`src/rtl/i_fetch.sv`:
```
`default_nettype none
// ============================================================================
// Module      : i_fetch
// Description : Instruction-fetch stage. Owns the PC, fetches from imem over a
//               single-outstanding req/ready handshake and drives the IF/ID
//               register consumed by i_decode. Accepts redirects and stalls
//               from the ID stage.
// Optional    : IFETCH_PERF_EN adds fetch/stall/squash performance counters.
// Ports       : clk, rst_n (async, active low)
//               reg_lock       - global freeze (IF/ID, PC, FSM hold)
//               reg_lock_if    - ID bubble request (IF/ID, PC hold)
//               jump_or_branch - redirect request, target = new PC
//               imem_req/imem_addr/imem_ready/imem_rdata - imem handshake
//               instruction/pc_plus_four/if_valid         - IF/ID register
//               fetch_count/stall_count/squash_count      - perf (optional)
// Revision    : 1.0 - initial release
// ============================================================================
module i_fetch #(
    parameter logic [31:0] RESET_PC  = 32'h0000_0000,
    parameter logic [31:0] NOP_INSTR = 32'h0000_0015
) (
    input  logic        clk,
    input  logic        rst_n,
    input  logic        reg_lock,
    input  logic        reg_lock_if,
    input  logic        jump_or_branch,
    input  logic [31:0] target,
    output logic        imem_req,
    output logic [31:0] imem_addr,
    input  logic        imem_ready,
    input  logic [31:0] imem_rdata,
    output logic [31:0] instruction,
    output logic [31:0] pc_plus_four,
    output logic        if_valid
`ifdef IFETCH_PERF_EN
    ,
    output logic [31:0] fetch_count,
    output logic [31:0] stall_count,
    output logic [31:0] squash_count
`endif
);

    typedef enum logic [0:0] {
        S_REQ  = 1'b0,
        S_HOLD = 1'b1
    } state_t;

    state_t      state, state_nx;
    logic [31:0] pc, pc_nx;
    logic [31:0] redir_pc, redir_pc_nx;
    logic [31:0] hold_instr, hold_instr_nx;
    logic [31:0] hold_pc4, hold_pc4_nx;
    logic        kill, kill_nx;
    logic        req_nx;
    logic [31:0] instr_nx, pc4_nx;
    logic        valid_nx;

    logic        stall;
    logic        redirect;
    logic        ready;
    logic [31:0] tgt;
    logic [31:0] pc_inc;

    assign stall     = reg_lock | reg_lock_if;
    // A global freeze blocks redirects; the ID stage re-presents them later.
    assign redirect  = jump_or_branch & ~reg_lock;
    // A response only counts while a request is actually on the bus.
    assign ready     = imem_ready & imem_req;
    assign tgt       = target & ~32'd3;
    assign pc_inc    = pc + 32'd4;
    assign imem_addr = pc;

    always_comb begin
        state_nx      = state;
        pc_nx         = pc;
        redir_pc_nx   = redir_pc;
        hold_instr_nx = hold_instr;
        hold_pc4_nx   = hold_pc4;
        kill_nx       = kill;
        instr_nx      = instruction;
        pc4_nx        = pc_plus_four;
        valid_nx      = if_valid;

        case (state)
            S_REQ: begin
                if (redirect) begin
                    instr_nx = NOP_INSTR;
                    valid_nx = 1'b0;
                    if (ready || !imem_req) begin
                        pc_nx   = tgt;
                        kill_nx = 1'b0;
                    end else begin
                        // Request in flight: keep the address stable and
                        // drop the response when it finally arrives.
                        redir_pc_nx = tgt;
                        kill_nx     = 1'b1;
                    end
                end else if (ready && kill) begin
                    kill_nx = 1'b0;
                    pc_nx   = redir_pc;
                    if (!stall) begin
                        instr_nx = NOP_INSTR;
                        valid_nx = 1'b0;
                    end
                end else if (ready && !stall) begin
                    instr_nx = imem_rdata;
                    pc4_nx   = pc_inc;
                    valid_nx = 1'b1;
                    pc_nx    = pc_inc;
                end else if (ready) begin
                    // Stalled: park the word so it is never lost.
                    hold_instr_nx = imem_rdata;
                    hold_pc4_nx   = pc_inc;
                    state_nx      = S_HOLD;
                end else if (!stall) begin
                    instr_nx = NOP_INSTR;
                    valid_nx = 1'b0;
                end
            end
            S_HOLD: begin
                if (redirect) begin
                    instr_nx = NOP_INSTR;
                    valid_nx = 1'b0;
                    pc_nx    = tgt;
                    state_nx = S_REQ;
                end else if (!stall) begin
                    instr_nx = hold_instr;
                    pc4_nx   = hold_pc4;
                    valid_nx = 1'b1;
                    pc_nx    = hold_pc4;
                    state_nx = S_REQ;
                end
            end
            default: begin
                state_nx = S_REQ;
            end
        endcase

        // Registered request: low during reset, rises on the first edge after.
        req_nx = (state_nx == S_REQ);
    end

    always_ff @(posedge clk or negedge rst_n) begin
        if (!rst_n) begin
            state        <= S_REQ;
            pc           <= RESET_PC;
            redir_pc     <= 32'd0;
            hold_instr   <= NOP_INSTR;
            hold_pc4     <= 32'd0;
            kill         <= 1'b0;
            imem_req     <= 1'b0;
            instruction  <= NOP_INSTR;
            pc_plus_four <= 32'd0;
            if_valid     <= 1'b0;
        end else begin
            state        <= state_nx;
            pc           <= pc_nx;
            redir_pc     <= redir_pc_nx;
            hold_instr   <= hold_instr_nx;
            hold_pc4     <= hold_pc4_nx;
            kill         <= kill_nx;
            imem_req     <= req_nx;
            instruction  <= instr_nx;
            pc_plus_four <= pc4_nx;
            if_valid     <= valid_nx;
        end
    end

`ifdef IFETCH_PERF_EN
    logic fetch_inc;

    // A real word enters IF/ID either straight from imem or from the buffer.
    assign fetch_inc = ((state == S_REQ) && ready && !kill && !redirect && !stall) ||
                       ((state == S_HOLD) && !redirect && !stall);

    always_ff @(posedge clk or negedge rst_n) begin
        if (!rst_n) begin
            fetch_count  <= 32'd0;
            stall_count  <= 32'd0;
            squash_count <= 32'd0;
        end else begin
            if (fetch_inc) fetch_count  <= fetch_count + 32'd1;
            if (stall)     stall_count  <= stall_count + 32'd1;
            if (redirect)  squash_count <= squash_count + 32'd1;
        end
    end
`endif

endmodule
`default_nettype wire

```
`config.mk`:
```
export PLATFORM = sky130hd
export DESIGN_NAME = i_fetch
export DESIGN_NICKNAME = d
export VERILOG_FILES = /design/src/rtl/i_fetch.sv
export SDC_FILE = /design/constraint.sdc
export NUM_CORES = 1
export LEC_CHECK = 0
export ABC_AREA = 1
export CORE_MARGIN = 2
export CORE_UTILIZATION = 35
export DETAILED_ROUTE_END_ITERATION = 12
export PLACE_DENSITY_LB_ADDON = 0.25
export SETUP_SLACK_MARGIN = 0.1
export SYNTH_ARGS = -nofsm -noshare
export SYNTH_HDL_FRONTEND = slang
export SYNTH_SLANG_ARGS = --single-unit
export TNS_END_PERCENT = 10
```
`constraint.sdc`:
```
create_clock -name clk -period 1.8 [get_ports clk]
set_input_delay 0.27 -clock clk [delete_from_list [all_inputs] [get_ports clk]]
set_output_delay 0.27 -clock clk [all_outputs]
set_load 0.03 [all_outputs]
```
---- Word-level counts from Yosys, hierarchy flattened ----
Cells that the tools add are included.
storage, ports and cells
  bits in registers ....................... 194
  bits of input ports ..................... 70
  output and inout port bits .............. 98
  word-level logic and storage cells ...... 79
cells by class
  $add $sub $neg .......................... 1
  equal/unequal tests ..................... 9
  multiplexer cells ....................... 37
  bitwise gates (word level) .............. 10
  reduce and logical (&&, ||, !) cells .... 12
operators with widths
  cell                                                    count
  two-way mux 32 bit                                      16
  one-hot mux 32 bit (2 select lines)                     3
  adder 32 x 3 -> 32 bit (second input constant)          1
  two-way mux 1 bit                                       16
  inequality test 2 bit (second input constant)           5
  AND reduction 5 bit                                     2
  inverter 1 bit                                          7
  AND reduction 3 bit                                     2
  inequality test 5 bit (second input constant)           1
  inequality test 4 bit (second input constant)           1
  one-hot mux 1 bit (2 select lines)                      2
  AND reduction 2 bit                                     2
  inequality test 3 x 2 -> 1 bit (second input constant)  1
  inequality test 3 bit (second input constant)           1
  bitwise AND 1 bit                                       2
  logical AND 1 bit                                       2
  logical NOT 1 bit                                       2
  nonzero test 2 bit                                      1
  logical OR 1 bit                                        1
  OR 1 bit                                                1

---- Longest topological paths before layout ----
Gate-level depths: netlist of the first run.
  word-level depth ........................ 8
  mapped depth ............................ 11
  gate-level depth less buffers ........... 11

---- Worst setup path before layout of the first run ----
OpenSTA, ideal clock, no wires.
  path kind ............................... register to register
  start ................................... register pc[2] (netlist: imem_addr[2])
  end ..................................... register pc[18] (netlist: imem_addr[18])
  library setup time ...................... 0.117 ns
  arrival ................................. 1.705 ns
  data required time ...................... 1.683 ns
  path slack .............................. -0.022 ns
  cell stages (with the launch flop) ...... 11
  buffers on the path ..................... 0
  period minus slack after synthesis ...... 1.822 ns
  cells stage by stage .................... dfrtp_1 -> ha_1 -> nand2_1 -> nor2_2 -> nand2_1 -> o21ai_0 -> nand3_1 -> nand2_1 -> nand2_1 -> nand2_1 -> nand2_1
on the way
  cells in the longest elaborated chain, start to end .. 5
RTL lines
  item                                 RTL line  text
  start: declaration                   49        logic [31:0] pc, pc_nx;
  start signal: assignment             157       pc <= pc_nx;
  adder 32 x 3 -> 32 bit               70        assign pc_inc = pc + 32'd4;
  two-way mux 32 bit                   105       end else if (ready && !stall) begin
  two-way mux 32 bit                   98        end else if (ready && kill) begin
  two-way mux 32 bit                   86        if (redirect) begin
  one-hot mux 32 bit (2 select lines)  84        case (state)
Every way passes these cells. The select of a mux whose other input is x is not followed.
A chain may end at the register's enable or synchronous reset.

---- Worst setup path in the final report of the first run ----
  start ................................... register pc[2] (netlist: imem_addr[2])
  end ..................................... register pc[28] (netlist: imem_addr[28])
The elaborated chain is that of the path after synthesis.

==> results of run 1 <==
## critical path: cells and delay by family, from the launching register on
family                   cells  cell delay, ns
adder cells (fa/ha/maj)      1            0.18
flip-flops                   1            0.37
AO/OA/AOI/OAI                1            0.11
buffers and inverters        1            0.14
AND/OR/NAND/NOR              7            0.83
## what timing repair did
| action | in CTS | in global routing |
|---|---|---|
| buffers inserted | 0 | 6 |
| resized for setup | 113 | 48 |
| setup endpoints to repair | 151 | 79 |
| endpoints found under the hold margin | 35 | 0 |
| gates cloned | 0 | 1 |
| pin swaps | 0 | 6 |
| hold buffers | 1 | 0 |
## worst max path at each step
stage	startpoint	endpoint	slack, ns
2_1_floorplan	imem_addr[2]$_DFFE_PN0P_	imem_addr[18]$_DFFE_PN0P_	0.09
3_3_place_gp	imem_ready	instruction[26]$_DFFE_PN0P_	-0.19
3_5_place_dp	reg_lock	instruction[26]$_DFFE_PN0P_	-0.21
4_1_cts	imem_addr[2]$_DFFE_PN0P_	imem_addr[18]$_DFFE_PN0P_	0.06
5_1_grt	imem_addr[2]$_DFFE_PN0P_	imem_addr[16]$_DFFE_PN0P_	-0.005
6_report	imem_addr[2]$_DFFE_PN0P_	imem_addr[28]$_DFFE_PN0P_	0.10
## Yosys cell counts (all sizes together)
cell    instances
nand2         346
dfrtp         188
nor2          185
a21oi         144
inv           112
o21ai         102
nand3          94
clkbuf         38
buf            36
a31oi          31
o21a           13
dfstp           6
o211ai          4
xnor2           4
a21o            3
xor2            3
nand3b          2
nand4           2
and2            1
ha              1
nor3            1
## power by group through the flow
stage / logic, mW / registers (mW) / clock network, mW
after floorplan: 5.55 / 9.65 / 0
after global placement: 12.2 / 7.95 / 0
after detailed placement: 12.4 / 7.97 / 0
after CTS: 11.8 / 7.89 / 4.07
after global routing: 13.3 / 8.18 / 4.25
final: 12.0 / 7.90 / 4.00
## flip-flops by register name, indices dropped and copies added (netlist names)
signal and count:
instruction 32, hold_pc4 32, if_valid 1, kill 1, state 1, imem_req 1
redir_pc 30, pc_plus_four 32, imem_addr 32, hold_instr 32
## area by class of cell
cell class	count	area share, %
Antenna cell	3	0.0563
Clock buffer	18	3.29
Clock inverter	14	1.27
Inverter	112	3.17
Multi-Input combinational cell	936	33.4
Sequential cell	194	36.5
Tap cell	378	3.54
Timing Repair Buffer	260	18.8
## metrics by stage
stage,cells,utilization (%),power [mW]
6_report,1915,48.0,23.9
5_1_grt,1912,48.0,25.7
4_1_cts,1905,47.2,23.7
3_5_place_dp,1872,45.3,20.4
3_3_place_gp,1872,45.3,20.2
2_1_floorplan,1316,-,15.2
## routing by layer
layer,global-route usage [%],vias to the layer above
li1,-,4668
met1,29.3,4478
met2,32.8,321
met3,5.68,51
met4,7.09,4
met5,0,-
## kinds of logic (layout without fill, tap and decap cells)
group | Yosys count | count (layout) | synth area share, %
AND/OR/NAND/NOR | 631 | 631 | 26.4
flip-flops | 194 | 194 | 49.1
other | 0 | 3 | 0
AO/OA/AOI/OAI | 297 | 297 | 15.9
XOR/XNOR | 7 | 7 | 0.619
adder cells (fa/ha/maj) | 1 | 1 | 0.126
buffers and inverters | 186 | 404 | 7.81
==> metrics.yaml, run 1 <==
power_and_ir_drop:
  vdd.ir_drop.worst_mv: 0.915
  switching_power_mw: 11.0
  power.static_leakage_nw: 6.53
  switching_share_pct: 45.8
  sequentialPowerShare_pct: 33.0
  pwr_density_cell_nw_per_um2: 1790
  share_of_total_power_in_the_clock_network_pct: 16.7
  power_frac_comb_pct: 50.3
  p_int_mw: 13.0
logic_synthesis:
  synthTopCellsByArea: "sky130_fd_sc_hd__dfrtp_1 (48%), sky130_fd_sc_hd__nand2_1 (13%), sky130_fd_sc_hd__a21oi_1 (7.3%), sky130_fd_sc_hd__nor2_1 (6.6%), sky130_fd_sc_hd__nand3_1 (4.7%)"
  netlist.area_leader.share_pct: 47.5
  synth_seq_cells: 194
  syn_avg_cell_area_sq_um: 7.52
  synth.yosys.seq_area_share_pct: 49.1
  mapped_area_sq_um: 9900
  synth_cells: 1316
  synth_cell_types: 32
  synth_fp_nets: 1387
  synth-warning-count: 0
  synth_top_area_cell: "sky130_fd_sc_hd__dfrtp_1"
finish:
  n_fill_cell: 2736
  post_route_cells_drive_above_1_share_pct: 13.7
  layout.cells.most_common: "sky130_fd_sc_hd__nand2_1"
  mostFrequentLayoutCells: "sky130_fd_sc_hd__nand2_1 (327), sky130_fd_sc_hd__dfrtp_1 (180), sky130_fd_sc_hd__nor2_1 (167)"
  seqCellArea_sq_um: 4870
  post-route-cell-area_sq_um: 13300
  multiInputGateArea_sq_um: 4450
  flow.area_growth_from_synthesis_pct: 34.8
  final_net_count: 1592
critical_path:
  path_class: "register to register"
  worst_r2r_endpoint: "imem_addr[28]$_DFFE_PN0P_"
  cp-start-kind: "register"
  crit_slowest_cell: "sky130_fd_sc_hd__dfrtp_2"
  timing.critical_path.required_ns: 2.17
  end_kind: "register"
  reg2regPathDepth: 10
  r2r_start: "imem_addr[2]$_DFFE_PN0P_"
  cell_chain_critical_path: "ha_2 > nand2_2 > nor2_4 > nand2_4 > nor2_4 > buf_4 > nand3_1 > nand3_1 > nand2_1 > a21oi_1"
  crit_arrival_ns: 2.06
  slack_of_the_worst_reg_to_reg_path_ns: 0.10
  critical_path_fanouts_max: 6
  cpPeakStageDelay_ns: 0.37
clock_network:
  cts-htree-levels: 4
  cts.clk_slew.worst_paths_ns: 0.08
  cts_tree: "built"
  cts_max_path_buffers: 2
  clock_latency_ns: 0.44
  cts_made_buffers: 17
  clock-sinks: 194
  ctsRootBufferMaster: "sky130_fd_sc_hd__clkbuf_16"
sta:
  hold_violations_final: 0
  finalSetupTns_ns: 0
  maxSlewHeadroom_pct: 69.1
  maxSlewViolCount: 0
  post-route-min-period_ns: 1.70
  setup_slack_ns: 0.102
  worst_margin_slew_ns: 0.463
  max_freq_ghz: 0.589
  grt_setup_unrepaired: "yes"
  timing.final.setup_violations: 0
  whs_ns: 0.336
  period_share_pct: 94.3
  finClkSkew_ns: 0.0132
drt:
  viasPerCell: 4.97
  wirelength_met1_mm: 13.9
  route.antenna.remaining_nets: 0
  via_count_of_the_routed_design: 9522
  routedWlPerCell_um: 16.2
  firstDrtPassIters: 5
  metal3_wl_mm: 2.46
  wl_met2_mm: 14.0
  final_routed_wirelength_across_all_metal_layers_mm: 31.1
  top_layer: "met5"
  remaining_drc_errors: 0
  drt_iter0_markers: 805
outcome:
  status: "completed"
placed_design:
  gpl.final_weighted_congestion: 0.865
  setup_slack_placement_ns: -0.212
  placedInstanceArea_sq_um: 12600
  placement.io_buffers: 165
  detailed_place_hpwl_mm: 21.4
grt:
  grt_pass1_wl_mm: 49.1
  antenna_found_initial: 5
  grt_start_max_net_pins: 64
  first_global_vias: 9042
  grt_overflow: 0
  global_route.usage.total_pct: 21.3
floorplan:
  chipHeight_um: 172
  dieArea_sq_um: 29600
  top_level_ports: 168
  start_util_pct: 35.6
  core_region_area_sq_um: 27800
  placementRows: 61
  die-width_um: 172
hold_path:
  worst_hold_path_type: "input port to async pin"
run:
  max_cap_violations: 0
Note: power is estimated with default switching activity, not from simulation.
==> run 2, diff against run 1 <==
--- a/config.mk
+++ b/config.mk
@@ -7,7 +7,7 @@
 export LEC_CHECK = 0
 export ABC_AREA = 1
 export CORE_MARGIN = 2
-export CORE_UTILIZATION = 35
+export CORE_UTILIZATION = 54
 export DETAILED_ROUTE_END_ITERATION = 12
 export PLACE_DENSITY_LB_ADDON = 0.25
 export SETUP_SLACK_MARGIN = 0.1
==> run 2 against run 1 <==
Compared with the run above:
- cell area down 1.3%
- via count grew 2.2%
- combinational power hardly changed
- sequential cell count stayed put
- largest cell class unchanged
- largest power group unchanged
==> metrics.yaml, run 2 (same netlist as run 1, synthesis figures left out) <==
power_and_ir_drop:
  sequentialPowerShare_pct: 32.7  # -0.3 points
  switching_power_mw: 11.0  # +0.55%
  switching_share_pct: 45.3  # -0.56 points
  design_power_total_mw: 24.4  # +1.8%
  vdd.ir_drop.worst_mv: 1.01  # +10%
  power.static_leakage_nw: 6.46  # -0.96%
  power_frac_comb_pct: 49.5  # -0.8 points
  p_int_mw: 13.3  # +2.8%
  share_of_total_power_in_the_clock_network_pct: 17.8  # +1.1 points
  pwr_density_cell_nw_per_um2: 1850  # +3.1%
grt:
  antenna_found_initial: 0  # -5
  grt_pass1_wl_mm: 47.2  # -3.7%
  first_global_vias: 9016  # -0.29%
  grt_overflow: 0  # unchanged
  grt_start_max_net_pins: 52  # -19%
  global_route.usage.total_pct: 30.2  # +8.9 points
drt:
  viasPerCell: 5.58  # +12%
  via_count_of_the_routed_design: 9732  # +2.2%
  firstDrtPassIters: 7  # +2
  final_routed_wirelength_across_all_metal_layers_mm: 29.2  # -5.9%
  route.antenna.remaining_nets: 0  # unchanged
  drt_iter0_markers: 822  # +2.1%
  routedWlPerCell_um: 16.8  # +3.4%
  remaining_drc_errors: 0  # unchanged
critical_path:
  cp-start-kind: "register"
  crit_arrival_ns: 2.12  # +0.06 ns
  critical_path_fanouts_max: 3  # -3
  end_kind: "register"
  timing.critical_path.required_ns: 2.16  # about the same
  path_class: "register to register"
finish:
  insertedDiodeCount: 0  # -3
  post_route_cells_drive_above_1_share_pct: 14.5  # +0.78 points
  instances_no_fill: 1743  # -9.0%
  final_core_utilization_pct: 73.4  # +25 points
  flow.area_growth_from_synthesis_pct: 33.1
  layout.cells.most_common: "sky130_fd_sc_hd__nand2_1"
  mostFrequentLayoutCells: "sky130_fd_sc_hd__nand2_1 (321), sky130_fd_sc_hd__dfrtp_1 (171), sky130_fd_sc_hd__nor2_1 (161)"
  n_fill_cell: 1359  # -50%
  final_net_count: 1572  # -1.3%
clock_network:
  ctsRootBufferMaster: "sky130_fd_sc_hd__clkbuf_16"
  clock-sinks: 194  # unchanged
  cts.clk_slew.worst_paths_ns: 0.08  # about the same
  clock_latency_ns: 0.44  # about the same
  cts_max_path_buffers: 2  # unchanged
  cts-htree-levels: 4  # unchanged
  cts_made_buffers: 17  # unchanged
  cts_tree: "built"
floorplan:
  chipHeight_um: 139  # -19%
  placementRows: 49  # -20%
  die-width_um: 139  # -19%
  start_util_pct: 55.1  # +19 points
  core_region_area_sq_um: 18000  # -35%
  top_level_ports: 168  # unchanged
  dieArea_sq_um: 19400  # -34%
sta:
  max_freq_ghz: 0.568  # -3.5%
  hold_violations_final: 0  # unchanged
  worst_margin_slew_ns: 0.448  # -0.0147 ns
  grt_setup_unrepaired: "yes"
  whs_ns: 0.342  # +0.00642 ns
  setup_slack_ns: 0.0403  # -0.0620 ns
  period_share_pct: 97.8  # +3.4 points
  post-route-min-period_ns: 1.76  # +0.0620 ns
  maxSlewViolCount: 0  # unchanged
  finClkSkew_ns: 0.00995  # -0.00330 ns
  maxSlewHeadroom_pct: 70.1  # +0.98 points
  timing.final.setup_violations: 0  # unchanged
placed_design:
  number_of_placed_cells_counting_well_taps: 1707  # -8.8%
  placement.io_buffers: 165  # unchanged
  setup_slack_placement_ns: -0.205  # +0.00722 ns
  gpl.final_weighted_congestion: 0.946  # +9.4%
  detailed_place_hpwl_mm: 19.9  # -6.8%
hold_path:
  worst_hold_path_type: "input port to async pin"
outcome:
  status: "completed"
run:
  max_cap_violations: 0  # unchanged
[run 2: cell types whose count changed in the layout (fill, tap and decap cells not counted), moves of 5 or more]
cell | before | now
sky130_fd_sc_hd__buf_4 | 74 | 51
sky130_fd_sc_hd__dfrtp_1 | 180 | 171
sky130_fd_sc_hd__nand3_1 | 85 | 80
sky130_fd_sc_hd__dfrtp_2 | 8 | 17
sky130_fd_sc_hd__nor2_1 | 167 | 161
sky130_fd_sc_hd__nand2_2 | 15 | 20
sky130_fd_sc_hd__nand2_1 | 327 | 321
[run 2: power by group through the flow]
stage	clock network, mW	registers (mW)	logic, mW
2_1_floorplan	0	9.65	5.55
3_3_place_gp	0	7.87	12.0
3_5_place_dp	0	7.91	12.3
4_1_cts	4.37	7.84	11.7
5_1_grt	4.55	8.22	13.2
6_report	4.34	7.97	12.1
[run 2: routing by layer]
layer | up-vias | share of wire [%] | global-route usage [%]
met5 | - | 0 | 0
met4 | 0 | 2.6 | 10.4
met3 | 64 | 9.1 | 6.30
met2 | 468 | 46 | 45.0
met1 | 4574 | 43 | 44.3
li1 | 4626 | - | -
[run 2: layout make-up]
class                           instances  area (sq um)  share of cell area, %
Clock buffer                           19           453                   3.44
Clock inverter                         13           219                   1.66
Inverter                              112           423                   3.21
Multi-Input combinational cell        936          4550                   34.6
Sequential cell                       194          4880                   37.1
Tap cell                              229           287                   2.17
Timing Repair Buffer                  240          2360                   17.9
[run 2: final timing paths]
kind,cells after the start,from,to,slack (ns)
min reg2reg,2,hold_instr[0]$_DFFE_PN1P_,hold_instr[0]$_DFFE_PN1P_,0.47
max in group asynchronous,3,rst_n,imem_addr[19]$_DFFE_PN0P_,0.82
max reg2reg,10,imem_addr[2]$_DFFE_PN0P_,imem_addr[20]$_DFFE_PN0P_,0.04
min,2,rst_n,instruction[12]$_DFFE_PN0P_,0.34
min in group clk,3,imem_rdata[0],hold_instr[0]$_DFFE_PN1P_,0.37
max,10,imem_addr[2]$_DFFE_PN0P_,imem_addr[20]$_DFFE_PN0P_,0.04
[run 2: through the flow]
| stage | setup TNS, ns | area [sq um] |
|---|---|---|
| CTS | 0 | 12900 |
| floorplan | 0 | 9900 |
| detailed placement | -22.68 | 12300 |
| global placement | -15.38 | 12300 |
| global route | -0.158 | 13200 |
| finish | 0 | 13200 |
[run 2: worst max-delay path, cell delays in order (launching register included)]
cell and delay, ns:
sky130_fd_sc_hd__dfrtp_2 0.39, sky130_fd_sc_hd__ha_4 0.15, sky130_fd_sc_hd__nand2_4 0.05, sky130_fd_sc_hd__nor2_4 0.17, sky130_fd_sc_hd__buf_6 0.13, sky130_fd_sc_hd__nand3b_1 0.21, sky130_fd_sc_hd__nor2_1 0.17, sky130_fd_sc_hd__nand2_1 0.12
sky130_fd_sc_hd__nand3_1 0.12, sky130_fd_sc_hd__nand2_1 0.07, sky130_fd_sc_hd__a21oi_2 0.11
[run 2: what timing repair did]
item | CTS | global route
hold endpoints to repair | 43 | 0
buffers inserted | 0 | 3
pin swaps | 1 | 22
hold buffers | 1 | 0
gates resized for setup | 111 | 93
endpoints found under the setup margin | 132 | 77
